==> config.mk <==
export PLATFORM = sky130hd
export DESIGN_NAME = store_buffer
export DESIGN_NICKNAME = d
export VERILOG_FILES = /design/src/rtl/store_buffer.sv
export SDC_FILE = /design/constraint.sdc
export NUM_CORES = 1
export LEC_CHECK = 0
export BUFFER_PORTS_ARGS = -buffer_cell sky130_fd_sc_hd__buf_4
export CAP_MARGIN = 25
export CORE_ASPECT_RATIO = 0.75
export CORE_MARGIN = 2
export CORE_UTILIZATION = 45
export DETAILED_ROUTE_END_ITERATION = 8
export PLACE_DENSITY = 0.7
export SLEW_MARGIN = 25
export SYNTH_ARGS = -nofsm -noshare
export SYNTH_HDL_FRONTEND = slang
export SYNTH_SLANG_ARGS = --single-unit
==> constraint.sdc <==
create_clock -name clk -period 29.7 [get_ports clk]
set_clock_uncertainty 0.2 [all_clocks]
set_input_delay 4.455 -clock clk [delete_from_list [all_inputs] [get_ports clk]]
set_output_delay 4.455 -clock clk [all_outputs]
set_load 0.005 [all_outputs]
==> src/rtl/store_buffer.sv <==
// Posted store buffer for the MEM stage: queues byte-enabled word stores,
// merges back-to-back stores to the same word, and drains them in FIFO order.
module store_buffer #(
    parameter int DEPTH = 4
) (
    input  logic        clk,
    input  logic        reset,
    input  logic [3:0]  in_byteen,
    input  logic [31:0] in_addr,
    input  logic [31:0] in_wdata,
    input  logic        load_req,
    input  logic [31:0] load_addr,
    input  logic        mem_ready,
    output logic        mem_valid,
    output logic [31:0] mem_addr,
    output logic [31:0] mem_wdata,
    output logic [3:0]  mem_byteen,
    output logic        full,
    output logic        empty,
    output logic        load_conflict
);

    localparam int PW = $clog2(DEPTH);
    localparam logic [PW:0] DEPTH_C = (PW + 1)'(DEPTH);

    typedef struct packed {
        logic [29:0] word;
        logic [31:0] data;
        logic [3:0]  byteen;
    } entry_t;

    entry_t          entries [DEPTH];
    logic [PW-1:0]   head;
    logic [PW-1:0]   tail;
    logic [PW-1:0]   last;
    logic [PW:0]     count;

    logic            pop;
    logic            push_req;
    logic            merge;
    logic            alloc;
    entry_t          head_entry;
    entry_t          tail_entry;
    entry_t          merged_entry;
    logic            conflict_hit;

    // The tail entry is the most recently allocated slot, one behind tail.
    assign last       = tail - PW'(1);
    assign head_entry = entries[head];
    assign tail_entry = entries[last];

    assign full     = (count == DEPTH_C);
    assign empty    = (count == '0);
    assign pop      = !empty && mem_ready;
    assign push_req = (in_byteen != 4'b0000) && !full;

    // Merging into a tail that is leaving this cycle would lose the new bytes.
    assign merge = push_req && !empty
                && (tail_entry.word == in_addr[31:2])
                && ((count >= (PW + 1)'(2)) || !pop);
    assign alloc = push_req && !merge;

    // NOTE: every variable assigned in always_comb gets a default first, so no latch is inferred.
    always_comb begin
        merged_entry = tail_entry;
        for (int i = 0; i < 4; i++) begin
            if (in_byteen[i]) begin
                merged_entry.data[8*i +: 8] = in_wdata[8*i +: 8];
            end
        end
        merged_entry.byteen = tail_entry.byteen | in_byteen;
    end

    // NOTE: sequential state uses non-blocking assignments so all registers update together.
    always_ff @(posedge clk) begin
        if (reset) begin
            head  <= '0;
            tail  <= '0;
            count <= '0;
        end else begin
            if (pop) begin
                head <= head + PW'(1);
            end
            if (alloc) begin
                tail <= tail + PW'(1);
            end
            case ({alloc, pop})
                2'b10:   count <= count + (PW + 1)'(1);
                2'b01:   count <= count - (PW + 1)'(1);
                default: count <= count;
            endcase
        end
    end

    // NOTE: entry storage is not reset; occupancy is tracked by count and pointers alone.
    always_ff @(posedge clk) begin
        if (alloc) begin
            entries[tail] <= '{word: in_addr[31:2], data: in_wdata, byteen: in_byteen};
        end else if (merge) begin
            entries[last] <= merged_entry;
        end
    end

    assign mem_valid  = !empty;
    assign mem_addr   = empty ? 32'h0 : {head_entry.word, 2'b00};
    assign mem_wdata  = empty ? 32'h0 : head_entry.data;
    assign mem_byteen = empty ? 4'h0  : head_entry.byteen;

    // A slot is live when its distance from head is below count.
    always_comb begin
        logic [PW-1:0] offset;
        offset       = '0;
        conflict_hit = 1'b0;
        for (int i = 0; i < DEPTH; i++) begin
            offset = PW'(i) - head;
            if (({1'b0, offset} < count) && (entries[i].word == load_addr[31:2])) begin
                conflict_hit = 1'b1;
            end
        end
    end

    assign load_conflict = load_req && conflict_hit;

endmodule

## Word level (Yosys, flattened, before mapping)

Memory sizes are Yosys's and may differ from the RTL's. A register that Yosys moved wholly into a read port is not among the register bits.
Index checks and enable logic that the tools add are counted.

| storage, ports and cells | value |
|---|---|
| register bits | 7 |
| bits in writable memories | 264 |
| input port bits | 104 |
| output and inout bits | 72 |
| word-level logic and storage cells | 69 |
| memories kept | 1 |

| operators by class | value |
|---|---|
| $add $sub $neg | 9 |
| magnitude comparators | 5 |
| equal/unequal tests | 8 |
| mux-type cells | 22 |
| bitwise logic cells | 1 |
| reduce and logical (&&, ||, !) cells | 20 |

Memories:

| name | words | width | read ports | clocked after memory_dff | write ports | line | source |
|---|---|---|---|---|---|---|---|
| entries | 4 | 66 | 6 | 1 | 1 | 32 | `entry_t entries [DEPTH];` |

Operator list:

| operator | count |
|---|---|
| $eq A30 B30 Y1 | 5 |
| $mux W66 | 1 |
| $reduce_or A66 Y1 | 1 |
| $mux W32 | 2 |
| $mux W8 | 4 |
| $lt A2 B3 Y1 | 4 |
| $logic_and A1 B1 Y1 | 11 |
| $mux W1 | 10 |
| $mux W2 | 3 |
| $pmux W3 S2 | 1 |
| $add A2 B1 Y2 const B | 2 |
| $logic_not A1 Y1 | 4 |
| $mux W4 | 1 |
| $or A4 B4 Y4 | 1 |
| $reduce_bool A4 Y1 | 1 |
| $sub A1 B2 Y2 const A | 2 |
| $sub A2 B2 Y2 const A | 2 |
| $add A3 B1 Y3 const B | 1 |
| $eq A3 B3 Y1 const B | 1 |
| $ge A3 B2 Y1 const B | 1 |
| $logic_not A3 Y1 | 1 |
| $sub A3 B1 Y3 const B | 1 |
| $eq A2 B1 Y1 const B | 1 |
| $eq A2 B2 Y1 const B | 1 |
| other kinds (3) | 3 |

## Depth between registers and ports, before layout

Gate-level depths: netlist of the first run.

| depth | value |
|---|---|
| depth after elaboration | 12 |
| mapped depth | 16 |
| gate-level depth less buffers | 12 |

## Worst setup path before layout of the first run

No wires, ideal clock.

| path | value |
|---|---|
| kind | input-to-reg |
| from | input in_byteen[0] |
| to | memory entries[0][0] (netlist name) (enable) |
| library setup time | 653 ps |
| data arrival time | 12045 ps |
| data required time | 28847 ps |
| slack | 16802 ps |
| cell stages on the path | 8 |
| buffers on the path | 1 |
| cells stage by stage | nor4_1 nor2_1 o2111ai_1 a2111oi_4 nand4_2 buf_4 xnor2_1 nor4_1 |

| between the ends | value |
|---|---|
| longest elaborated chain between the ends | 11 |
| elaborated cells between the ends (all ways) | 15 |
| classes of those cells | mux (7); reduce/logical (8) |

RTL lines:

| element | line | source |
|---|---|---|
| from (decl) | 8 | `input logic [3:0] in_byteen,` |
| $reduce_bool A4 Y1 (*) | 55 | `assign push_req = (in_byteen != 4'b0000) && !full;` |
| $logic_and A1 B1 Y1 (*) | 55 |  |
| $logic_and A1 B1 Y1 | 58 | `assign merge = push_req && !empty` |
| $logic_and A1 B1 Y1 | 59 | `&& (tail_entry.word == in_addr[31:2])` |
| $logic_and A1 B1 Y1 | 60 | `&& ((count >= (PW + 1)'(2)) \|\| !pop);` |
| $logic_not A1 Y1 | 61 | `assign alloc = push_req && !merge;` |
| $logic_and A1 B1 Y1 | 61 |  |
| $mux W1 | 97 | `if (alloc) begin` |
| $mux W1 (implied by the code) | 100 | `entries[last] <= merged_entry;` |
| $reduce_or A66 Y1 (no source line) | - |  |
| $mux W2 (no source line) / $mux W1 (equally long branches) | - |  |
| to (decl) | 32 |  |

Mark *: on every way between the ends. The rest lies on a longest branch, timed or not.

## Worst setup path after layout of the first run

| path | value |
|---|---|
| from | input load_addr[19] |
| to | output load_conflict |

| between the ends | value |
|---|---|
| longest elaborated chain between the ends | 7 |
| elaborated cells between the ends (all ways) | 13 |
| classes of those cells | eq/ne (4); mux (4); reduce/logical (5) |

RTL lines:

| element | line | source |
|---|---|---|
| from (decl) | 12 | `input logic [31:0] load_addr,` |
| $eq A30 B30 Y1 | 116 | `if (({1'b0, offset} < count) && (entries[i].word == load_addr[31:2])) begin` |
| $logic_and A1 B1 Y1 | 116 |  |
| $mux W1 (3 in series) | 116 |  |
| $mux W1 (*) | 116 |  |
| $logic_and A1 B1 Y1 (*) | 122 | `assign load_conflict = load_req && conflict_hit;` |
| to (decl) | 20 | `output logic load_conflict` |

Marks and branches as above.

==> results of run 1 <==
worst min-delay path, cell delays in order, from the launching register on:
cell and delay [ps]:
sky130_fd_sc_hd__dfxtp_1 340, sky130_fd_sc_hd__a21oi_1 150, sky130_fd_sc_hd__nor2_1 50
Yosys cell counts, drive strengths merged (16+ instances only):
cell type	n	area share [%]
buf	21	0.77
clkbuf	69	1.8
edfxtp	264	55
mux2	34	2.6
mux4	126	20
nand4	24	1.1
nor2	16	0.48
nor2b	67	2.9
nor4	21	0.95
xnor2	102	6.2
xor2	55	3.3
metal layers:
| metal | track usage [%] | vias up |
|---|---|---|
| met5 | 0 | - |
| met3 | 4.85 | 44 |
| li1 | - | 3697 |
| met2 | 32.8 | 339 |
| met4 | 4.32 | 2 |
| met1 | 34.5 | 4387 |
state kept, by name, summed over array words and instances (netlist names), named ones only:
register  cells
tail          2
entries     264
count         3
head          2
path summary, 6_finish.rpt:
check                           cells after the start                  start                       end
worst max-delay path                                8          load_addr[19]             load_conflict
worst min-delay path                                2  count[1]$_SDFFE_PP0P_     count[1]$_SDFFE_PP0P_
worst max register to register                      9   tail[1]$_SDFFE_PP0P_  entries[3][51]$_DFFE_PP_
worst min register to register                      2  count[1]$_SDFFE_PP0P_     count[1]$_SDFFE_PP0P_
power by group through the flow:
stage | combinational [W] | clock [W] | sequential [W]
2_1_floorplan | 0.000309 | 0 | 0.000537
4_1_cts | 0.000479 | 0.000383 | 0.000553
3_5_place_dp | 0.000476 | 0 | 0.000562
5_1_grt | 0.000509 | 0.000400 | 0.000561
3_3_place_gp | 0.000470 | 0 | 0.000561
6_report | 0.000473 | 0.000376 | 0.000553
per-stage QoR:
stage / utilization, % / setup slack (ps) / instance area, um2 / power, W
finish: 54.1 / 18540 / 17000 / 0.00140
detailed placement: 51.0 / 18640 / 16000 / 0.00104
global route: 54.1 / 18420 / 17000 / 0.00147
floorplan: - / 16800 / 14500 / 0.000846
global placement: 50.9 / 18650 / 16000 / 0.00103
CTS: 54.1 / 18620 / 17000 / 0.00142
kinds of logic after synthesis:
| kind of cell | share of synthesized area, % |
|---|---|
| other cells | 0.0259 |
| compound gates | 1.67 |
| fa+ha+maj | 0.570 |
| mux | 23.3 |
| xor+xnor | 9.50 |
| flops | 56.0 |
| simple gates | 6.06 |
| buf+inv | 2.84 |
final cells by class:
| cell class | count | area (um2) | share of cell area (%) |
|---|---|---|---|
| sequential | 273 | 8120 | 47.7 |
| multi-input combinational | 513 | 5990 | 35.2 |
| timing repair buffer | 180 | 1370 | 8.06 |
| clock buffer | 32 | 737 | 4.33 |
| tap | 406 | 508 | 2.98 |
| clock inverter | 19 | 249 | 1.46 |
| inverter | 11 | 41.3 | 0.243 |
==> results by group, run 1 <==
Status
  • Result of the run: complete, no violations

Synthesis
  • Cell count after synthesis: 886
  • Dominant synthesized flop cell: sky130_fd_sc_hd__edfxtp_1
  • Cell area after synthesis: 14,500 um2
  • Distinct cells, synth: 43
  • Flop and latch count out of synthesis: 273
  • Portion of the post-synthesis area used by sequential elements: 56.0%
  • Yosys warning total: 0
  • Average instance area after synthesis: 16.3 um2
  • Share of flip-flops with an asynchronous set or reset after synthesis: 0%
  • Post-synth EDFFs: 264

Worst setup path
  • Crit path max fanout: 4
  • Buffer and inverter count on the worst path: 2
  • Largest stage delay on the critical path: 450 ps
  • CP top delay family: simple AND/OR/NAND/NOR gates
  • Standard cell with the maximum stage delay on the critical path: sky130_fd_sc_hd__nor4_1
  • Endpoint arrival time on the critical path: 6510 ps
  • Critical Path Sink Type: output port
  • Sequence of cells on the critical path: buf_4 > xnor2_1 > nand4_1 > nor4_1 > o2111ai_1 > nor4_1 > o41a_1 > buf_4
  • Setup slack of the most critical reg-to-reg path: 23,560 ps
  • Category of the worst setup path launch point: input port
  • Category of the critical setup timing path: input port to output port
  • Worst EP required: 25,050 ps

CTS
  • Clock Path Buffers: 3
  • Cts repair resizes: 0
  • Clock-pin slew of the registers on the worst-case setup and hold paths: 60 ps
  • Clock tree from TritonCTS: built
  • Master cell of the clock root buffer: sky130_fd_sc_hd__clkbuf_16
  • H-tree levels: 1
  • Setup fix buffers added after clock tree synthesis: 0
  • Post-cts hold buffer count: 0
  • Num CTS Buffers: 29
  • Clock latency at the later pin of the worst-skew pair: 560 ps
  • Clock net sink count: 273

Cells and area
  • Layout overhead on the synthesized area: 17.5%
  • Total inserted antenna cells: 0
  • Net total in the final layout: 1,118
  • Leading cell type in the layout, fill and taps excluded: sky130_fd_sc_hd__edfxtp_1
  • Final Non-Filler Cells: 1,434
  • Number of fill cells: 2,507
  • Commonest non-fill, non-tap cells in the layout: 264 x sky130_fd_sc_hd__edfxtp_1, 179 x sky130_fd_sc_hd__buf_4, 113 x sky130_fd_sc_hd__mux4_2
  • Share of post-route cells with drive strength above 1: 37.5%

Drt
  • Post-detailed-route DRC marker count: 0
  • First drt pass iteration count: 5
  • Routed wire per std cell: 26.0 um
  • DR vias/cell: 5.91
  • ANT nets after route: 0
  • Final wirelength: 37,300 um
  • Sum of met2 wire segment lengths after detailed routing: 16,600 um
  • Detailed-route via count: 8,469
  • Starting DRT DRC Count: 832
  • Highest routed layer: met5
  • Metal3 WL: 3240 um
  • Metal1 wirelength: 16,900 um

Timing
  • Worst max-slew margin expressed relative to the limit: 36.4%
  • Setup TNS: 0 ps
  • Unrepaired setup endpoints after global routing: no
  • Hold Slack: 381 ps
  • Final hold viol count: 0
  • Pin slew with the least headroom to its limit: 951 ps
  • Achievable clock frequency: 0.0896 GHz
  • Count of endpoints failing setup in the final report: 0
  • Number of slew-limit violations in the final report: 0
  • Ratio of final minimum period to clock period: 37.6%
  • Clock period minus final worst setup slack: 11,160 ps

Floorplanning
  • Total die area: 33,600 um2
  • Total I/O pin count: 176
  • Die height: 159 um
  • Die width: 211 um
  • FP Rows: 56
  • Effective utilization at floorplan: 46.0%
  • Area of the placeable core: 31,500 um2

Pwr
  • Sequential group share of total power: 39.4%
  • Clock power frac: 26.8%
  • Peak supply drop: 0.0396 mV
  • Comb power frac: 33.8%
  • Int Power: 0.000973 W
  • P_sw: 0.000429 W
  • Pleak: 5.70 nW
  • Proportion of total power due to net switching: 30.6%
  • Power density normalized to cell area: 82.4 nW/um2

Place
  • Inst Count DP: 1,383
  • Number of buffers inserted by port buffering: 169
  • HPWL after detailed placement: 25,300 um
  • Placer Congestion: 0.913

Global routing
  • Initial antenna violation count: 1
  • Gr ovfl total: 0
  • Via count of the first global-routing pass: 8,648
  • Global-route wire length before repair: 55,500 um
  • All-layer global routing usage: 22.3%
  • Maximum number of pins on one net before global-route repair: 56

Job
  • Number of max-capacitance violations reported: 0

Worst hold path
  • Worst hold-check path type: flop to flop
No activity file was read; power rests on OpenSTA's default activity.
==> inputs of run 2 (changes only) <==
--- a/config.mk
+++ b/config.mk
@@ -11,7 +11,7 @@
 export CORE_MARGIN = 2
 export CORE_UTILIZATION = 45
 export DETAILED_ROUTE_END_ITERATION = 8
-export PLACE_DENSITY = 0.7
+export PLACE_DENSITY = 0.73
 export SLEW_MARGIN = 25
 export SYNTH_ARGS = -nofsm -noshare
 export SYNTH_HDL_FRONTEND = slang
==> constraint.sdc (replaced) <==
create_clock -name clk -period 9.1 [get_ports clk]
set_clock_uncertainty 0.2 [all_clocks]
set_input_delay 1.365 -clock clk [delete_from_list [all_inputs] [get_ports clk]]
set_output_delay 1.365 -clock clk [all_outputs]
set_load 0.005 [all_outputs]
==> results by group, run 2 (synthesized netlist as in run 1, its figures left out) <==
Floorplanning
  • Total die area: 33,600 um2
  • Area of the placeable core: 31,500 um2
  • Effective utilization at floorplan: 46.0%
  • Total I/O pin count: 176
  • FP Rows: 56
  • Die width: 211 um
  • Die height: 159 um

Drt
  • Final wirelength: 37,200 um
  • Post-detailed-route DRC marker count: 0
  • Routed wire per std cell: 26.0 um
  • First drt pass iteration count: 5
  • ANT nets after route: 0
  • Detailed-route via count: 8,507
  • DR vias/cell: 5.94
  • Starting DRT DRC Count: 852

Pwr
  • Clock power frac: 24.7%
  • Power density normalized to cell area: 264 nW/um2
  • Comb power frac: 34.3%
  • Final Total Pwr: 0.00445 W
  • Sequential group share of total power: 41.0%
  • P_sw: 0.00139 W
  • Peak supply drop: 0.154 mV
  • Pleak: 5.63 nW
  • Int Power: 0.00306 W
  • Proportion of total power due to net switching: 31.3%

Worst setup path
  • Largest stage delay on the critical path: 920 ps
  • Number of cells on the critical path: 9
  • Standard cell with the maximum stage delay on the critical path: sky130_fd_sc_hd__dfxtp_4
  • Category of the critical setup timing path: flop to flop
  • Crit path max fanout: 52
  • Endpoint arrival time on the critical path: 5800 ps
  • Most common cell type on the critical path: sky130_fd_sc_hd__buf_4
  • Sequence of cells on the critical path: buf_4 > mux4_1 > xnor2_1 > nand4_1 > nor4_2 > nand4_2 > or3_1 > a21boi_4 > buf_4
  • Buffer and inverter count on the worst path: 2
  • Worst EP required: 9060 ps
  • Cells on worst reg2reg path: 9
  • Category of the worst setup path launch point: flop
  • Critical Path Sink Type: flop
  • CP top delay family: simple AND/OR/NAND/NOR gates

CTS
  • Cts repair resizes: 0
  • Clock net sink count: 273
  • Setup fix buffers added after clock tree synthesis: 0
  • Post-cts hold buffer count: 0
  • Master cell of the clock root buffer: sky130_fd_sc_hd__clkbuf_16
  • H-tree levels: 1
  • Clock Path Buffers: 3
  • Clock tree from TritonCTS: built
  • Clock-pin slew of the registers on the worst-case setup and hold paths: 50 ps
  • Num CTS Buffers: 29
  • Clock latency at the later pin of the worst-skew pair: 550 ps

Place
  • HPWL after detailed placement: 25,300 um
  • Number of buffers inserted by port buffering: 169
  • Placer Congestion: 0.916

Timing
  • Pin slew with the least headroom to its limit: 979 ps
  • Number of slew-limit violations in the final report: 0
  • Achievable clock frequency: 0.171 GHz
  • Setup TNS: 0 ps
  • Worst max-slew margin expressed relative to the limit: 34.7%
  • Ratio of final minimum period to clock period: 64.1%
  • Count of endpoints failing setup in the final report: 0
  • Unrepaired setup endpoints after global routing: no
  • Final hold viol count: 0
  • Clock period minus final worst setup slack: 5840 ps

Global routing
  • Initial antenna violation count: 1
  • Via count of the first global-routing pass: 8,764
  • Maximum number of pins on one net before global-route repair: 53
  • Gr ovfl total: 0
  • Global-route wire length before repair: 55,100 um
  • All-layer global routing usage: 22.2%

Status
  • Result of the run: complete, no violations

Cells and area
  • Layout overhead on the synthesized area: 16.6%
  • Number of fill cells: 2,538
  • Share of post-route cells with drive strength above 1: 37.0%
  • Number of flip-flops in the largest register: 264
  • Commonest non-fill, non-tap cells in the layout: 264 x sky130_fd_sc_hd__edfxtp_1, 180 x sky130_fd_sc_hd__buf_4, 113 x sky130_fd_sc_hd__mux4_2
  • Top Registers: entries x264, count x3
  • Area taken by multi-input logic gates: 5990 um2
  • Area taken by flip-flops and latches: 8120 um2
  • Net total in the final layout: 1,118
  • Leading cell type in the layout, fill and taps excluded: sky130_fd_sc_hd__edfxtp_1
  • Top register by number of flip-flops: entries

Job
  • Number of max-capacitance violations reported: 0

Worst hold path
  • Worst hold-check path type: flop to flop
  • Count of cells along the worst hold path: 2
[run 2: cell types whose count changed in the layout (fill, tap and decap cells not counted)]
| cell | before | now |
|---|---|---|
| sky130_fd_sc_hd__buf_16 | 1 | 0 |
| sky130_fd_sc_hd__buf_4 | 179 | 180 |
| sky130_fd_sc_hd__bufinv_16 | 6 | 2 |
| sky130_fd_sc_hd__clkbuf_1 | 3 | 4 |
| sky130_fd_sc_hd__clkinv_1 | 5 | 8 |
| sky130_fd_sc_hd__clkinv_2 | 5 | 4 |
| sky130_fd_sc_hd__clkinv_4 | 1 | 2 |
| sky130_fd_sc_hd__clkinvlp_4 | 1 | 0 |
| sky130_fd_sc_hd__diode_2 | 0 | 1 |
| sky130_fd_sc_hd__inv_6 | 1 | 0 |
[run 2: per-layer routing]
metal | vias up | share of wire [%] | GRT usage [%]
met5 | - | 0 | 0
met1 | 4358 | 43 | 32.7
met4 | 0 | 1.8 | 4.16
li1 | 3704 | - | -
met3 | 50 | 11 | 6.86
met2 | 395 | 45 | 32.8
[run 2: layout make-up]
type | count | share of cell area (%)
antenna | 1 | 0.0148
sequential | 273 | 48.1
clock inverter | 16 | 0.756
timing repair buffer | 180 | 8.00
multi-input combinational | 513 | 35.5
tap | 406 | 3.01
clock buffer | 33 | 4.39
inverter | 11 | 0.245
[run 2: tightest hold or removal path: cells and delay by family (launching register included)]
kind | cells | cell delay [ps]
AOI/OAI and AO/OA | 1 | 90
and+or+nand+nor | 1 | 80
DFF | 1 | 370
[run 2: final timing paths]
check / slack [ps] / to / startpoint
worst max-delay path: 3260 / entries[3][60]$_DFFE_PP_ / tail[0]$_SDFFE_PP0P_
worst min-delay path: 370 / count[1]$_SDFFE_PP0P_ / count[1]$_SDFFE_PP0P_
worst max register to register: 3260 / entries[3][60]$_DFFE_PP_ / tail[0]$_SDFFE_PP0P_
worst min register to register: 370 / count[1]$_SDFFE_PP0P_ / count[1]$_SDFFE_PP0P_
[run 2: power groups by stage]
stage                     combinational [W]  sequential [W]  clock [W]
after floorplan                     0.00101         0.00175          0
after global placement              0.00152         0.00184          0
after detailed placement            0.00153         0.00185          0
after CTS                           0.00154         0.00182    0.00112
after global routing                0.00163         0.00185    0.00117
final                               0.00153         0.00182    0.00110
[run 2: through the flow]
stage / instance area [um2] / util (%) / hold WS, ps / setup WS [ps] / std cells
after floorplan: 14500 / - / 304 / -708 / 887
final: 16900 / 53.7 / 372 / 3260 / 1433
after detailed placement: 16000 / 50.9 / 365 / 3290 / 1383
after global placement: 16000 / 50.9 / 343 / 3280 / 1383
after CTS: 16900 / 53.7 / 381 / 3250 / 1432
after global routing: 16900 / 53.7 / 424 / 2990 / 1432
==> inputs of run 3 (changes only) <==
--- a/config.mk
+++ b/config.mk
@@ -11,7 +11,7 @@
 export CORE_MARGIN = 2
 export CORE_UTILIZATION = 45
 export DETAILED_ROUTE_END_ITERATION = 8
-export PLACE_DENSITY = 0.73
+export PLACE_DENSITY = 0.7
 export SLEW_MARGIN = 25
 export SYNTH_ARGS = -nofsm -noshare
 export SYNTH_HDL_FRONTEND = slang
==> constraint.sdc (replaced) <==
create_clock -name clk -period 5.7 [get_ports clk]
set_clock_uncertainty 0.2 [all_clocks]
set_input_delay 0.855 -clock clk [delete_from_list [all_inputs] [get_ports clk]]
set_output_delay 0.855 -clock clk [all_outputs]
set_load 0.005 [all_outputs]
==> results by group, run 3 (synthesized netlist as in run 1, its figures left out) <==
Status
  • Result of the run: complete, no violations

CTS
  • Master cell of the clock root buffer: sky130_fd_sc_hd__clkbuf_16
  • Post-cts hold buffer count: 0
  • Cts repair resizes: 0
  • H-tree levels: 1
  • Clock net sink count: 273
  • Clock tree from TritonCTS: built
  • Num CTS Buffers: 28
  • Clock Path Buffers: 3
  • Clock-pin slew of the registers on the worst-case setup and hold paths: 60 ps
  • Setup fix buffers added after clock tree synthesis: 0
  • Clock latency at the later pin of the worst-skew pair: 550 ps

Floorplanning
  • FP Rows: 56
  • Die height: 159 um
  • Total I/O pin count: 176
  • Area of the placeable core: 31,500 um2
  • Die width: 211 um
  • Effective utilization at floorplan: 46.0%
  • Total die area: 33,600 um2

Timing
  • Setup TNS: 0 ps
  • Worst Slack Setup Final: 1190 ps
  • Pin slew with the least headroom to its limit: 1010 ps
  • Number of slew-limit violations in the final report: 0
  • Hold Slack: 323 ps
  • Ratio of final minimum period to clock period: 79.1%
  • Achievable clock frequency: 0.222 GHz
  • Worst max-slew margin expressed relative to the limit: 32.2%
  • Clock period minus final worst setup slack: 4510 ps
  • Final hold viol count: 0
  • Count of endpoints failing setup in the final report: 0
  • Unrepaired setup endpoints after global routing: no

Global routing
  • All-layer global routing usage: 22.2%
  • Via count of the first global-routing pass: 8,683
  • Gr ovfl total: 0
  • Maximum number of pins on one net before global-route repair: 49
  • Initial antenna violation count: 1
  • Global-route wire length before repair: 55,400 um

Place
  • Post-Place Worst Slack: 1220 ps
  • Number of buffers inserted by port buffering: 169
  • Placer Congestion: 0.904
  • HPWL after detailed placement: 25,300 um

Pwr
  • Peak supply drop: 0.241 mV
  • Power density normalized to cell area: 422 nW/um2
  • Pleak: 5.69 nW

Worst setup path
  • Critical Path Sink Type: flop
  • Worst EP required: 5670 ps
  • Category of the critical setup timing path: flop to flop
  • Category of the worst setup path launch point: flop
  • Sequence of cells on the critical path: mux4_1 > xnor2_1 > nand4_1 > nor4_2 > nand4_2 > or3_1 > a21boi_4 > buf_4
  • Endpoint arrival time on the critical path: 4480 ps
  • CP top delay family: simple AND/OR/NAND/NOR gates
  • Setup slack of the most critical reg-to-reg path: 1190 ps
  • Largest stage delay on the critical path: 700 ps
  • Buffer and inverter count on the worst path: 1
  • Standard cell with the maximum stage delay on the critical path: sky130_fd_sc_hd__dfxtp_4
  • Crit path max fanout: 36

Cells and area
  • Number of flip-flops in the largest register: 264
  • Share of post-route cells with drive strength above 1: 37.6%
  • Top Registers: entries x264, count x3
  • Commonest non-fill, non-tap cells in the layout: 264 x sky130_fd_sc_hd__edfxtp_1, 186 x sky130_fd_sc_hd__buf_4, 113 x sky130_fd_sc_hd__mux4_2
  • Top register by number of flip-flops: entries
  • Net total in the final layout: 1,124
  • Leading cell type in the layout, fill and taps excluded: sky130_fd_sc_hd__edfxtp_1
  • Finished Core Util: 54.0%
  • Layout overhead on the synthesized area: 17.4%

Drt
  • First drt pass iteration count: 7
  • Starting DRT DRC Count: 841
  • Routed wire per std cell: 25.9 um
  • DR vias/cell: 5.95
  • Final wirelength: 37,300 um
  • ANT nets after route: 0
  • Post-detailed-route DRC marker count: 0
  • Detailed-route via count: 8,577

Worst hold path
  • Worst hold-check path type: input port to flop

Job
  • Number of max-capacitance violations reported: 0
run 3: cell types whose count changed in the layout (fill, tap and decap cells not counted), moves of 2 or more:
| cell | previous run | this run |
|---|---|---|
| sky130_fd_sc_hd__clkinv_1 | 8 | 6 |
| sky130_fd_sc_hd__nor4_4 | 0 | 2 |
| sky130_fd_sc_hd__clkinv_4 | 2 | 0 |
| sky130_fd_sc_hd__nor4_2 | 3 | 1 |
| sky130_fd_sc_hd__buf_4 | 180 | 186 |
run 3: layout make-up:
cell class              count  area [um2]
repair buffers            187        1420
inverters                  11        41.3
diodes                      2        5.00
flip-flops and latches    273        8120
well taps                 406         508
fillers                  2525       14500
clock inverters            15         146
clock buffers              34         744
multi-input cells         513        6010
run 3: worst paths after layout:
check,to,cells after the start,start
worst max-delay path,entries[3][8]$_DFFE_PP_,8,tail[1]$_SDFFE_PP0P_
worst min-delay path,entries[0][41]$_DFFE_PP_,1,in_addr[7]
worst max register to register,entries[3][8]$_DFFE_PP_,8,tail[1]$_SDFFE_PP0P_
worst min register to register,count[1]$_SDFFE_PP0P_,2,count[1]$_SDFFE_PP0P_
run 3: worst register-to-register path: stages, from the launching register on:
cell and delay (ps):
sky130_fd_sc_hd__dfxtp_4 700, sky130_fd_sc_hd__mux4_1 680, sky130_fd_sc_hd__xnor2_1 360, sky130_fd_sc_hd__nand4_1 180
sky130_fd_sc_hd__nor4_2 350, sky130_fd_sc_hd__nand4_2 440, sky130_fd_sc_hd__or3_1 520, sky130_fd_sc_hd__a21boi_4 190
sky130_fd_sc_hd__buf_4 510
run 3: layer usage:
layer | routed length [um] | track usage (%) | part of all wire (%)
met1 | 16400 | 33.4 | 44
met2 | 16400 | 32.2 | 44
met3 | 3890 | 7.36 | 10
met4 | 558 | 3.39 | 1.5
met5 | 0 | 0 | 0
run 3: metrics by stage:
stage          std cells  total power (W)  cell area (um2)
3_3_place_gp        1390          0.00540            16100
2_1_floorplan        887          0.00439            14500
4_1_cts             1439          0.00724            17000
6_report            1441          0.00717            17000
5_1_grt             1439          0.00753            17000
3_5_place_dp        1390          0.00542            16100
run 3: where the power goes:
part           leakage [nW]  switching, W  internal [W]
logic                  2.71       0.00115       0.00130
clock network         0.439      0.000752       0.00106
registers              2.55      0.000324       0.00259
